==> src/rtl/vid_timing_pkg.sv <==
// vid_timing_pkg: default video timing and scheduler state encoding
package vid_timing_pkg;
  localparam int HSIZE_D = 1280;
  localparam int HFP_D   = 1390;
  localparam int HSP_D   = 1430;
  localparam int HMAX_D  = 1650;
  localparam int VSIZE_D = 720;
  localparam int VFP_D   = 725;
  localparam int VSP_D   = 730;
  localparam int VMAX_D  = 750;
  typedef enum logic [1:0] {IDLE, WAIT_FILL, RUN} state_t;
endpackage

==> src/rtl/vid_timing_cnt.sv <==
// vid_timing_cnt: horizontal/vertical raster counter with sync and active decode
module vid_timing_cnt import vid_timing_pkg::*; #(
  parameter int HSIZE = HSIZE_D,
  parameter int HFP   = HFP_D,
  parameter int HSP   = HSP_D,
  parameter int HMAX  = HMAX_D,
  parameter int VSIZE = VSIZE_D,
  parameter int VFP   = VFP_D,
  parameter int VSP   = VSP_D,
  parameter int VMAX  = VMAX_D
) (
  input  logic        clk,
  input  logic        rst,
  input  logic        en,
  input  logic        clr,
  output logic [10:0] hdata,
  output logic [9:0]  vdata,
  output logic        hsync,
  output logic        vsync,
  output logic        active
);
  localparam logic [10:0] H_LAST = 11'(HMAX - 1);
  localparam logic [10:0] H_SZ   = 11'(HSIZE);
  localparam logic [10:0] H_FP   = 11'(HFP);
  localparam logic [10:0] H_SP   = 11'(HSP);
  localparam logic [9:0]  V_LAST = 10'(VMAX - 1);
  localparam logic [9:0]  V_SZ   = 10'(VSIZE);
  localparam logic [9:0]  V_FP   = 10'(VFP);
  localparam logic [9:0]  V_SP   = 10'(VSP);
  // raster position advances only while enabled; clear restarts the frame at 0,0
  always_ff @(posedge clk) begin
    if (rst || clr) begin
      hdata <= '0;
      vdata <= '0;
    end else if (en) begin
      hdata <= (hdata == H_LAST) ? '0 : hdata + 11'd1;
      if (hdata == H_LAST) vdata <= (vdata == V_LAST) ? '0 : vdata + 10'd1;
    end
  end
  // active-low syncs and active window decoded from the current position
  always_comb begin
    hsync  = !(hdata >= H_FP && hdata < H_SP);
    vsync  = !(vdata >= V_FP && vdata < V_SP);
    active = hdata < H_SZ && vdata < V_SZ;
  end
endmodule

==> src/rtl/line_buf_sched.sv <==
// line_buf_sched: ping-pong line buffer scheduler driving a video raster
module line_buf_sched import vid_timing_pkg::*; #(
  parameter int HSIZE = HSIZE_D,
  parameter int HFP   = HFP_D,
  parameter int HSP   = HSP_D,
  parameter int HMAX  = HMAX_D,
  parameter int VSIZE = VSIZE_D,
  parameter int VFP   = VFP_D,
  parameter int VSP   = VSP_D,
  parameter int VMAX  = VMAX_D
) (
  input  logic        i_vid_clk,
  input  logic        i_rst,
  input  logic        i_sof,
  input  logic        i_line_done,
  output logic        o_wr_bank,
  output logic        o_rd_en,
  output logic        o_rd_bank,
  output logic [10:0] o_rd_addr,
  output logic        o_vid_hsync,
  output logic        o_vid_vsync,
  output logic        o_vid_active_video,
  output logic [10:0] o_hdata,
  output logic [9:0]  o_vdata,
  output logic        o_locked,
  output logic        o_underflow,
  output logic        o_overflow
);
  localparam logic [10:0] H_SZ   = 11'(HSIZE);
  localparam logic [10:0] H_LAST = 11'(HSIZE - 1);
  localparam logic [9:0]  V_SZ   = 10'(VSIZE);
  state_t state, state_n;
  logic cnt_run, rd_bank, rd_line;
  logic [1:0] full, set_m, clr_m;
  logic [10:0] hdata, hd1;
  logic [9:0] vdata, vd1;
  logic hsync, vsync, active, hs1, vs1, act1;
  logic act_ln, line_start, line_rd, rd_now, rd_last, wr;
  vid_timing_cnt #(
    .HSIZE(HSIZE), .HFP(HFP), .HSP(HSP), .HMAX(HMAX),
    .VSIZE(VSIZE), .VFP(VFP), .VSP(VSP), .VMAX(VMAX)
  ) u_cnt (
    .clk(i_vid_clk),
    .rst(i_rst),
    .en(cnt_run),
    .clr(i_sof),
    .hdata(hdata),
    .vdata(vdata),
    .hsync(hsync),
    .vsync(vsync),
    .active(active)
  );
  assign o_locked = state == RUN;
  // frame start always restarts the fill wait; the first finished line starts the raster
  always_comb state_n = i_sof ? WAIT_FILL : (state == WAIT_FILL && i_line_done) ? RUN : state;
  // state register
  always_ff @(posedge i_vid_clk) state <= i_rst ? IDLE : state_n;
  // read/write decisions; a line's read verdict is taken at column 0 and held for the line
  always_comb begin
    act_ln     = cnt_run && vdata < V_SZ;
    line_start = act_ln && hdata == '0;
    line_rd    = (hdata == '0) ? full[rd_bank] : rd_line;
    rd_now     = act_ln && hdata < H_SZ && line_rd;
    rd_last    = rd_now && hdata == H_LAST;
    wr         = i_line_done && state != IDLE && !i_sof;
    set_m      = wr ? 2'b01 << o_wr_bank : 2'b00;
    clr_m      = rd_last ? 2'b01 << rd_bank : 2'b00;
  end
  // bank flags and pointers; a set beats a clear on the same bank, sticky errors survive frame start
  always_ff @(posedge i_vid_clk) begin
    if (i_rst) begin
      cnt_run     <= 1'b0;
      full        <= '0;
      o_wr_bank   <= 1'b0;
      rd_bank     <= 1'b0;
      rd_line     <= 1'b0;
      o_underflow <= 1'b0;
      o_overflow  <= 1'b0;
    end else begin
      cnt_run     <= !i_sof && state == RUN;
      full        <= i_sof ? '0 : (full & ~clr_m) | set_m;
      o_wr_bank   <= !i_sof && (o_wr_bank ^ wr);
      rd_bank     <= !i_sof && (rd_bank ^ rd_last);
      rd_line     <= !i_sof && (line_start ? full[rd_bank] : rd_line);
      o_underflow <= o_underflow | (line_start && !full[rd_bank] && !i_sof);
      o_overflow  <= o_overflow | (wr && full[o_wr_bank]);
    end
  end
  // read port one cycle behind the counters, video two cycles behind to match RAM latency
  always_ff @(posedge i_vid_clk) begin
    if (i_rst || i_sof) begin
      o_rd_en            <= 1'b0;
      o_rd_addr          <= '0;
      o_rd_bank          <= 1'b0;
      hd1                <= '0;
      vd1                <= '0;
      hs1                <= 1'b1;
      vs1                <= 1'b1;
      act1               <= 1'b0;
      o_hdata            <= '0;
      o_vdata            <= '0;
      o_vid_hsync        <= 1'b1;
      o_vid_vsync        <= 1'b1;
      o_vid_active_video <= 1'b0;
    end else begin
      o_rd_en            <= rd_now;
      o_rd_addr          <= rd_now ? hdata : '0;
      o_rd_bank          <= rd_bank;
      hd1                <= hdata;
      vd1                <= vdata;
      hs1                <= hsync;
      vs1                <= vsync;
      act1               <= active && cnt_run;
      o_hdata            <= hd1;
      o_vdata            <= vd1;
      o_vid_hsync        <= hs1;
      o_vid_vsync        <= vs1;
      o_vid_active_video <= act1;
    end
  end
endmodule

==> config.mk <==
export PLATFORM = sky130hd
export DESIGN_NAME = line_buf_sched
export DESIGN_NICKNAME = d
export VERILOG_FILES = /design/src/rtl/vid_timing_pkg.sv /design/src/rtl/vid_timing_cnt.sv /design/src/rtl/line_buf_sched.sv
export SDC_FILE = /design/constraint.sdc
export NUM_CORES = 1
export LEC_CHECK = 0
export CELL_PAD_IN_SITES_DETAIL_PLACEMENT = 1
export CELL_PAD_IN_SITES_GLOBAL_PLACEMENT = 1
export CORE_MARGIN = 2
export CORE_UTILIZATION = 51
export CTS_CLUSTER_DIAMETER = 100
export DETAILED_ROUTE_END_ITERATION = 8
export DONT_BUFFER_PORTS = 1
export GPL_TIMING_DRIVEN = 0
export HOLD_SLACK_MARGIN = 0.05
export PLACE_DENSITY_LB_ADDON = 0.1
export REMOVE_ABC_BUFFERS = 1
export SLEW_MARGIN = 5
export SYNTH_ARGS = -nofsm -noshare
export SYNTH_HDL_FRONTEND = slang
export SYNTH_SLANG_ARGS = --single-unit
==> constraint.sdc <==
create_clock -name i_vid_clk -period 5.6 [get_ports i_vid_clk]
set_input_delay 0.28 -clock i_vid_clk [delete_from_list [all_inputs] [get_ports i_vid_clk]]
set_output_delay 0.28 -clock i_vid_clk [all_outputs]
set_load 0.005 [all_outputs]
### Word-level counts from Yosys, hierarchy flattened

Cells that the tools add are included.

* output and inout port bits: 41
* register bits after elaboration: 92
* logic and storage cells: 91

* $add $sub $neg: 2
* reduce and logical (&&, ||, !) cells: 30
* multiplexer cells: 12
* $lt $le $gt $ge: 8
* shifts and indexed selects: 2
* equal/unequal tests: 5
* bitwise operators: 8

Operators by type and width (count)
* $eq A11 B11 Y1 const B: 2
* $lt A11 B11 Y1 const B: 2
* $lt A10 B10 Y1 const B: 2
* $logic_and A1 B1 Y1: 19
* $add A11 B1 Y11 const B: 1
* $ge A11 B11 Y1 const B: 1
* $logic_not A11 Y1: 1
* $mux W11: 1
* $add A10 B1 Y10 const B: 1
* $eq A10 B10 Y1 const B: 1
* $ge A10 B10 Y1 const B: 1
* $mux W10: 1
* $mux W1: 8
* $logic_not A1 Y1: 4
* $lt A1 B2 Y1 const B: 2
* $mux W2: 2
* $reduce_bool A2 Y1: 2
* $reduce_or A2 Y1: 2
* $shl A1 B1 Y2 const A: 2
* $and A2 B2 Y2: 1
* $eq A2 B1 Y1 const B: 1
* $eq A2 B2 Y1 const B: 1
* $not A2 Y2: 1
* $or A1 B1 Y1: 2
* 5 further kinds: 6

### Logic depth before layout (Yosys ltp)

Gate-level depths: netlist (run 1).

* word-level depth: 9
* depth in mapped cells: 10
* depth with buffers taken out: 9

### Modules after synthesis

Synthesis (run 1) repeated with hierarchy kept, for this count alone.

* cells, all modules: 335
* area total of the unflattened synthesis: 3387.0 um^2

By module, submodules not included
* line_buf_sched: area each 2172.1 um^2, cells an instance 193, instances 1
* vid_timing_cnt: area each 1214.9 um^2, cells an instance 142, instances 1

### Least setup slack after synthesis (run 1)

No wires, ideal clock.

* kind: reg2reg
* start: register u_cnt.hdata[3]
* end: register rd_bank
* cell stages (with the launch flop): 9
* data required time: 5.474 ns
* slack: 3.711 ns
* arrival: 1.763 ns
* path buffers: 2
* path through: dfxtp_1 buf_2 nor3_4 and4_1 mux2i_1 buf_6 nor3_2 ha_1 nor2_1

* longest elaborated chain between the ends: 6
* elaborated cells on any way between the ends: 9

Ends and longest elaborated chain
* from (decl): RTL line vid_timing_cnt.sv:16 `output logic [10:0] hdata,`
* from (signal assigned): RTL line vid_timing_cnt.sv:36 `hdata <= (hdata == H_LAST) ? '0 : hdata + 11'd1;`
* $lt A11 B11 Y1 or $logic_not A11 Y1 (tied branches): RTL line line_buf_sched.sv:63, line_buf_sched.sv:62
* $logic_and A1 B1 Y1 or $mux W1 (tied branches): RTL line line_buf_sched.sv:63, line_buf_sched.sv:62
* $logic_and A1 B1 Y1: RTL line line_buf_sched.sv:63 `rd_now = act_ln && hdata < H_SZ && line_rd;`
* $logic_and A1 B1 Y1 *: RTL line line_buf_sched.sv:64 `rd_last = rd_now && hdata == H_LAST;`
* $xor A1 B1 Y1 *: RTL line line_buf_sched.sv:83 `rd_bank <= !i_sof && (rd_bank ^ rd_last);`
* $logic_and A1 B1 Y1 *: RTL line line_buf_sched.sv:83
* to (signal assigned): RTL line line_buf_sched.sv:83
* to (decl): RTL line line_buf_sched.sv:33 `logic cnt_run, rd_bank, rd_line;`

Mark *: on every way between the ends. The rest lies on a longest branch, timed or not.
A chain may end at the register's enable or synchronous reset.

### Final worst setup path (run 1)

* start: register u_cnt.hdata[2]
* end: register full[1]

* longest elaborated chain between the ends: 8
* elaborated cells on any way between the ends: 11

Ends and longest elaborated chain
* $lt A11 B11 Y1 or $logic_not A11 Y1 (tied branches): RTL line line_buf_sched.sv:63, line_buf_sched.sv:62
* $logic_and A1 B1 Y1 or $mux W1 (tied branches): RTL line line_buf_sched.sv:63, line_buf_sched.sv:62
* $logic_and A1 B1 Y1: RTL line line_buf_sched.sv:63
* $logic_and A1 B1 Y1 *: RTL line line_buf_sched.sv:64
* $mux W2 *: RTL line line_buf_sched.sv:67 `clr_m = rd_last ? 2'b01 << rd_bank : 2'b00;`
* $not A2 Y2 *: RTL line line_buf_sched.sv:81 `full <= i_sof ? '0 : (full & ~clr_m) | set_m;`
* $and A2 B2 Y2 *: RTL line line_buf_sched.sv:81
* $or A2 B2 Y2 *: RTL line line_buf_sched.sv:81
* to (signal assigned): RTL line line_buf_sched.sv:81
* to (decl): RTL line line_buf_sched.sv:34 `logic [1:0] full, set_m, clr_m;`

Marks and branches as above.

==> metrics, run 1 <==
DP Cell Count 396; Max clock buf depth 2; crit end category flip-flop; Setup Buffers After CTS 0; ANT cells 0; Final Util 56.3%; Final Wtd Congestion 0.803; Max Fclk 0.376 GHz; largest net degree at the start of global routing 45; share of cells above drive strength 1 6.85%; number of synthesized flops with an enable pin 0; Gate power share 1.5%; critical path capture point full[1]$_SDFF_PP0_; startpoint class of the critical path flip-flop; H-tree level count 3; CORE AREA 6350 sq um; async set or reset register ratio after synthesis 0%; crit-path cells nor3_4 -> and4_1 -> mux2i_1 -> nor3_2 -> ha_1 -> inv_1 -> a21oi_1 -> nor2_1; RSZ-0062 raised after global routing no; Hold Path Cell Cnt 2; pwr/cell area 306 nW/um^2; crit path from u_cnt.hdata[2]$_SDFFE_PP0P_; Internal 0.000875 W; Reg2Reg Launch Point u_cnt.hdata[2]$_SDFFE_PP0P_; worst relative slew slack 20.4%; sw frac 20.0%; HP Class primary input to flip-flop; clock skew 0.00910 ns; reg2reg path depth 8; Top FF cell, synth dfxtp_1; final hold vios 0; Distinct cells, synth 47; Leak 1.32 nW; Psw 0.000219 W; fillers 715; Max IR drop VDD 0.000200 V; DRT antenna net count 0; Routed WL 6550 microns; routed vias 2306; capturing point of the worst reg2reg path full[1]$_SDFF_PP0_; worst skew pair latency 0.34 ns; cell count after synthesis 338; Critical-path top delay cell mux2i_1; Critical Path Fanout Max 13; initial antenna violation count 0; sequential power share 59.9%; status completed; Die ar. 7250 sq um; Worst Max-Slew Pin Slew 1.16 ns; hold slack 0.0643 ns; Clk pwr share 38.5%; maxcap violations 0; post-synthesis sequential area ratio 54.8%; top area cells in the synthesized netlist dfxtp_1, and2_1, ha_1; Multi-input gate area 1380 sq um; DR pass1 iterations 5; post-synth top area share 54.8%; CTS buffer count 9; CP max stage delay 0.96 ns; Worst Setup Path Type flip-flop to flip-flop; Worst EP required 5.88 ns; CTS tree yes; Initial Util 52.9%; pins over their slew limit 0; I/O Buffers 0; post-synth top area cell dfxtp_1; Setup violations, final 0; CP arrival 2.94 ns; HPWL after DPL 4300 microns; Initial DRC Count 110; #FFs+latches synth 92; Post-Syn Area 3360 sq um; Cell Rows 29; Root Driver clkbuf_8; most common cell after layout, fill and taps aside dfxtp_1; Layout Cells excl Fill 413; DRC viols 0; drt wl/cell 15.9 microns; wire length of the first global-routing pass 11100 microns; Die W 85.2 microns; vias in the first global route 2211; Via density 5.58; Die H 85.2 microns; Syn-to-layout area delta 6.44%; CTS sink count 92; # IOs 45; total grt overflow 0; overall routing resource usage 19.4%; Post-layout nets 346; most frequent cells in the layout dfxtp_1, and2_1, nor2_1; period utilization 47.5%; YS warnings 0; R2R Setup Slk 2.94 ns; Setup TNS 0 ns; clk slew on worst S/H paths 0.08 ns; syn_area_per_cell 9.94 sq um; flip-flop and latch area 1840 sq um; min cycle time layout 2.66 ns
## worst max-delay path: cells and delay by family, from the launching register on
kind / cells / cell delay, ns
multiplexers: 1 / 0.96
AND/OR/NAND/NOR: 4 / 0.84
flip-flops: 1 / 0.43
adder cells (fa/ha/maj): 1 / 0.23
buffers and inverters: 1 / 0.06
AO/OA/AOI/OAI: 1 / 0.06
## how the worst min path moves through the flow
stage,from,endpoint
CTS,i_sof,state[0]$_SDFFE_PP0P_
global route,i_sof,state[0]$_SDFFE_PP0P_
finish,i_sof,state[0]$_SDFFE_PP0P_
global placement,i_rst,o_overflow$_SDFF_PP0_
detailed placement,i_rst,o_overflow$_SDFF_PP0_
floorplan,i_rst,o_overflow$_SDFF_PP0_
## synthesized netlist by cell type, types with 2 or more instances
cell and n:
a21oi_1 14, a31oi_1 2, and2_1 36, and3_1 3, and4_1 5, and4b_1 2, buf_1 2, buf_2 4
buf_6 2, clkbuf_1 11, dfxtp_1 92, ha_1 10, inv_1 16, mux2_2 2, mux2i_1 2, nand2_1 14
nand2b_1 3, nand3_1 19, nand4_1 6, nand4b_1 2, nor2_1 28, nor2b_1 3, nor3_1 5, nor3b_1 9
o211ai_1 2, o21ai_0 10, o31ai_1 3, or3_1 4, or4_1 3, xnor2_1 3, xor2_1 5
## routing by layer
metal	up-vias	part of all wire, %	global-route usage (%)
met5	-	0	0
met4	0	1.7	7.94
met3	9	2.9	4.18
met2	49	46	29.5
met1	1115	49	26.8
li1	1133	-	-
## cells by family after synthesis
logic type / after synthesis / synth area share (%)
AOI/OAI and AO/OA: 37 / 6.70
and+or+nand+nor: 152 / 26.9
DFF: 92 / 54.8
muxes: 4 / 1.27
buffers and inverters: 35 / 4.50
adders and majority gates: 10 / 3.72
xor gates and xnor gates: 8 / 2.08
## sequential cells by signal (all words and copies together), names as in the netlist, 2 cells and up
| signal | count |
|---|---|
| state | 2 |
| u_cnt.vdata | 10 |
| o_rd_addr | 11 |
| o_vdata | 10 |
| u_cnt.hdata | 11 |
| vd1 | 10 |
| hd1 | 11 |
| full | 2 |
| o_hdata | 11 |
## power by group through the flow
stage | combinational (W) | sequential, W | clock [W]
finish | 0.0000165 | 0.000656 | 0.000422
global route | 0.0000186 | 0.000656 | 0.000460
CTS | 0.0000168 | 0.000656 | 0.000433
detailed placement | 0.0000152 | 0.000671 | 0
global placement | 0.0000147 | 0.000671 | 0
floorplan | 0.0000101 | 0.000671 | 0
## timing repair
item                                   4_1_cts  5_1_grt
gates resized for setup                      0        0
hold buffers                                 2        0
endpoints found under the hold margin        5        0
## per-stage QoR
| stage | setup slack [ns] | total power, W | area, sq um |
|---|---|---|---|
| 2_1_floorplan | 3.41 | 0.000681 | 3270 |
| 3_3_place_gp | 2.03 | 0.000686 | 3370 |
| 3_5_place_dp | 2.92 | 0.000687 | 3370 |
| 4_1_cts | 2.91 | 0.00111 | 3580 |
| 5_1_grt | 2.67 | 0.00114 | 3580 |
| 6_report | 2.94 | 0.00109 | 3580 |
## layout make-up
cell class                 count  share of cell area [%]
clock buffer                  13                    4.16
clock inverter                 2                   0.979
inverter                      16                    1.68
multi-input combinational    211                    38.4
sequential                    92                    51.5
tap                           77                    2.69
timing repair buffer           2                   0.560
No activity file was read; power rests on OpenSTA's default activity.
==> run 2: changes to the inputs <==
--- a/config.mk
+++ b/config.mk
@@ -8,7 +8,7 @@
 export CELL_PAD_IN_SITES_DETAIL_PLACEMENT = 1
 export CELL_PAD_IN_SITES_GLOBAL_PLACEMENT = 1
 export CORE_MARGIN = 2
-export CORE_UTILIZATION = 51
+export CORE_UTILIZATION = 48
 export CTS_CLUSTER_DIAMETER = 100
 export DETAILED_ROUTE_END_ITERATION = 8
 export DONT_BUFFER_PORTS = 1
==> constraint.sdc (replaced) <==
create_clock -name i_vid_clk -period 2.7 [get_ports i_vid_clk]
set_input_delay 0.135 -clock i_vid_clk [delete_from_list [all_inputs] [get_ports i_vid_clk]]
set_output_delay 0.135 -clock i_vid_clk [all_outputs]
set_load 0.005 [all_outputs]
==> metrics, run 2 (synthesis gave the netlist of run 1 again) <==
status completed; clk slew on worst S/H paths 0.08 ns (about the same); share of cells above drive strength 1 7.96% (+1.1 points); maxcap violations 0 (unchanged); HPWL after DPL 4410 microns (+2.7%); Leak 1.32 nW (-0.33%); CTS buffer count 9 (unchanged); DRT antenna net count 0 (unchanged); Critical Path Fanout Max 13 (unchanged); sw frac 22.5% (+2.5 points); pre-CTS setup slack -0.0153 ns (-2.93 ns); worst skew pair latency 0.35 ns (about the same); largest net degree at the start of global routing 45 (unchanged); Gate power share 1.8% (+0.3 points); Cell Rows 30 (+3.4%); Worst Setup Path Type flip-flop to flip-flop; total grt overflow 0 (unchanged); Die ar. 7690 sq um (+6.0%); Psw 0.000503 W (+130%); wire length of the first global-routing pass 11300 microns (+2.6%); Max IR drop VDD 0.000304 V (+52%); hold slack 0.119 ns (+0.0544 ns); overall routing resource usage 19.1% (-0.32 points); Hold Path Cell Cnt 3 (+1); H-tree level count 3 (unchanged); Via density 5.30 (-5.1%); worst relative slew slack 42.2% (+22 points); ANT cells 0 (unchanged); Die W 87.7 microns (+2.9%); Internal 0.00173 W (+98%); setup ws final 0.265 ns (-2.68 ns); flip-flop and latch area 1840 sq um (unchanged); drt wl/cell 15.7 microns (-0.87%); Root Driver clkbuf_8; fillers 742 (+3.8%); Initial Util 49.5% (-3.5 points); Reg2Reg Launch Point u_cnt.hdata[2]$_SDFFE_PP0P_; # IOs 45 (unchanged); CORE AREA 6790 sq um (+7.0%); Hold Path Sink vd1[3]$_SDFF_PP0_; Worst Max-Slew Pin Slew 0.865 ns (-0.296 ns); DR pass1 iterations 4 (-1); final hold vios 0 (unchanged); DRC viols 0 (unchanged); Die H 87.7 microns (+2.9%); Routed WL 6840 microns (+4.4%); initial antenna violation count 0 (unchanged); most frequent cells in the layout dfxtp_1, and2_1, nor2_1; Max clock buf depth 2 (unchanged); Clk pwr share 37.4% (-1.1 points); reg2reg path depth 8 (unchanged); Max Fclk 0.411 GHz (+9.2%); sequential power share 60.9% (+1.0 points); Setup violations, final 0 (unchanged); R2R Setup Slk 0.26 ns (-2.68 ns); startpoint class of the critical path flip-flop; RSZ-0062 raised after global routing no; Initial DRC Count 112 (+1.8%); Post-layout nets 348 (+0.58%); HP Class primary input to flip-flop; pwr/cell area 617 nW/um^2 (+100%); CP arrival 2.72 ns (-0.22 ns); most common cell after layout, fill and taps aside dfxtp_1; vias in the first global route 2340 (+5.8%); I/O Buffers 0 (unchanged); Final Wtd Congestion 0.772 (-3.9%); Syn-to-layout area delta 7.71%; min-delay src i_rst; CTS sink count 92 (unchanged); min cycle time layout 2.44 ns (-0.225 ns); crit end category flip-flop; Worst EP required 2.98 ns (-2.90 ns); capturing point of the worst reg2reg path full[1]$_SDFF_PP0_; CTS tree yes; Setup Buffers After CTS 0 (unchanged); Multi-input gate area 1380 sq um (+0.27%); pins over their slew limit 0 (unchanged); routed vias 2304 (-0.087%); clock skew 0.00846 ns (-0.000637 ns); period utilization 90.2% (+43 points)
==> run 2: timing repair <==
item,in CTS,in global routing
setup endpoints to repair,1,0
endpoints found under the hold margin,6,0
gates resized for setup,1,0
hold buffers,4,0
==> run 2: layer usage <==
| layer | GRT usage, % | share of wire, % |
|---|---|---|
| met5 | 0 | 0 |
| met4 | 7.27 | 1.5 |
| met3 | 4.05 | 3.6 |
| met2 | 30.4 | 46 |
| met1 | 25.4 | 49 |
==> run 2: how the worst max path moves through the flow <==
stage	endpoint	cells after the start	from
after floorplan	rd_bank$_SDFF_PP0_	6	u_cnt.hdata[2]$_SDFFE_PP0P_
after global placement	o_rd_addr[9]$_SDFF_PP0_	3	i_rst
after detailed placement	full[1]$_SDFF_PP0_	8	u_cnt.hdata[2]$_SDFFE_PP0P_
after CTS	full[1]$_SDFF_PP0_	8	u_cnt.hdata[2]$_SDFFE_PP0P_
after global routing	full[1]$_SDFF_PP0_	8	u_cnt.hdata[2]$_SDFFE_PP0P_
final	full[1]$_SDFF_PP0_	8	u_cnt.hdata[2]$_SDFFE_PP0P_
==> run 2: final cells by class <==
type | count | area share, %
clock buffers | 11 | 3.91
clock inverters | 5 | 1.04
repair buffers | 4 | 1.11
flip-flops and latches | 92 | 50.9
multi-input cells | 211 | 38.1
well taps | 96 | 3.32
inverters | 16 | 1.66
==> run 2: worst max-delay path: stages (launching register included) <==
cell and delay (ns):
dfxtp_1 0.44, nor3_4 0.32, and4_1 0.32, mux2i_2 0.70
nor3_2 0.14, ha_1 0.22, inv_1 0.06, a21oi_1 0.06
nor2_1 0.11
==> run 2: through the flow <==
step | instance area (sq um) | util (%) | TNS (ns) | total power [W] | cells
final | 3620 | 53.3 | 0 | 0.00223 | 435
after floorplan | 3270 | - | 0 | 0.00141 | 319
after global routing | 3620 | 53.3 | 0 | 0.00233 | 435
after CTS | 3620 | 53.3 | 0 | 0.00226 | 435
after detailed placement | 3400 | 50.0 | -0.0153 | 0.00142 | 415
after global placement | 3390 | 49.9 | -7.86 | 0.00142 | 415
==> run 2: power by group through the flow <==
stage / combinational [W] / clock, W / sequential (W)
global route: 0.0000435 / 0.000921 / 0.00136
global placement: 0.0000310 / 0 / 0.00139
detailed placement: 0.0000323 / 0 / 0.00139
CTS: 0.0000394 / 0.000860 / 0.00136
finish: 0.0000392 / 0.000834 / 0.00136
floorplan: 0.0000210 / 0 / 0.00139
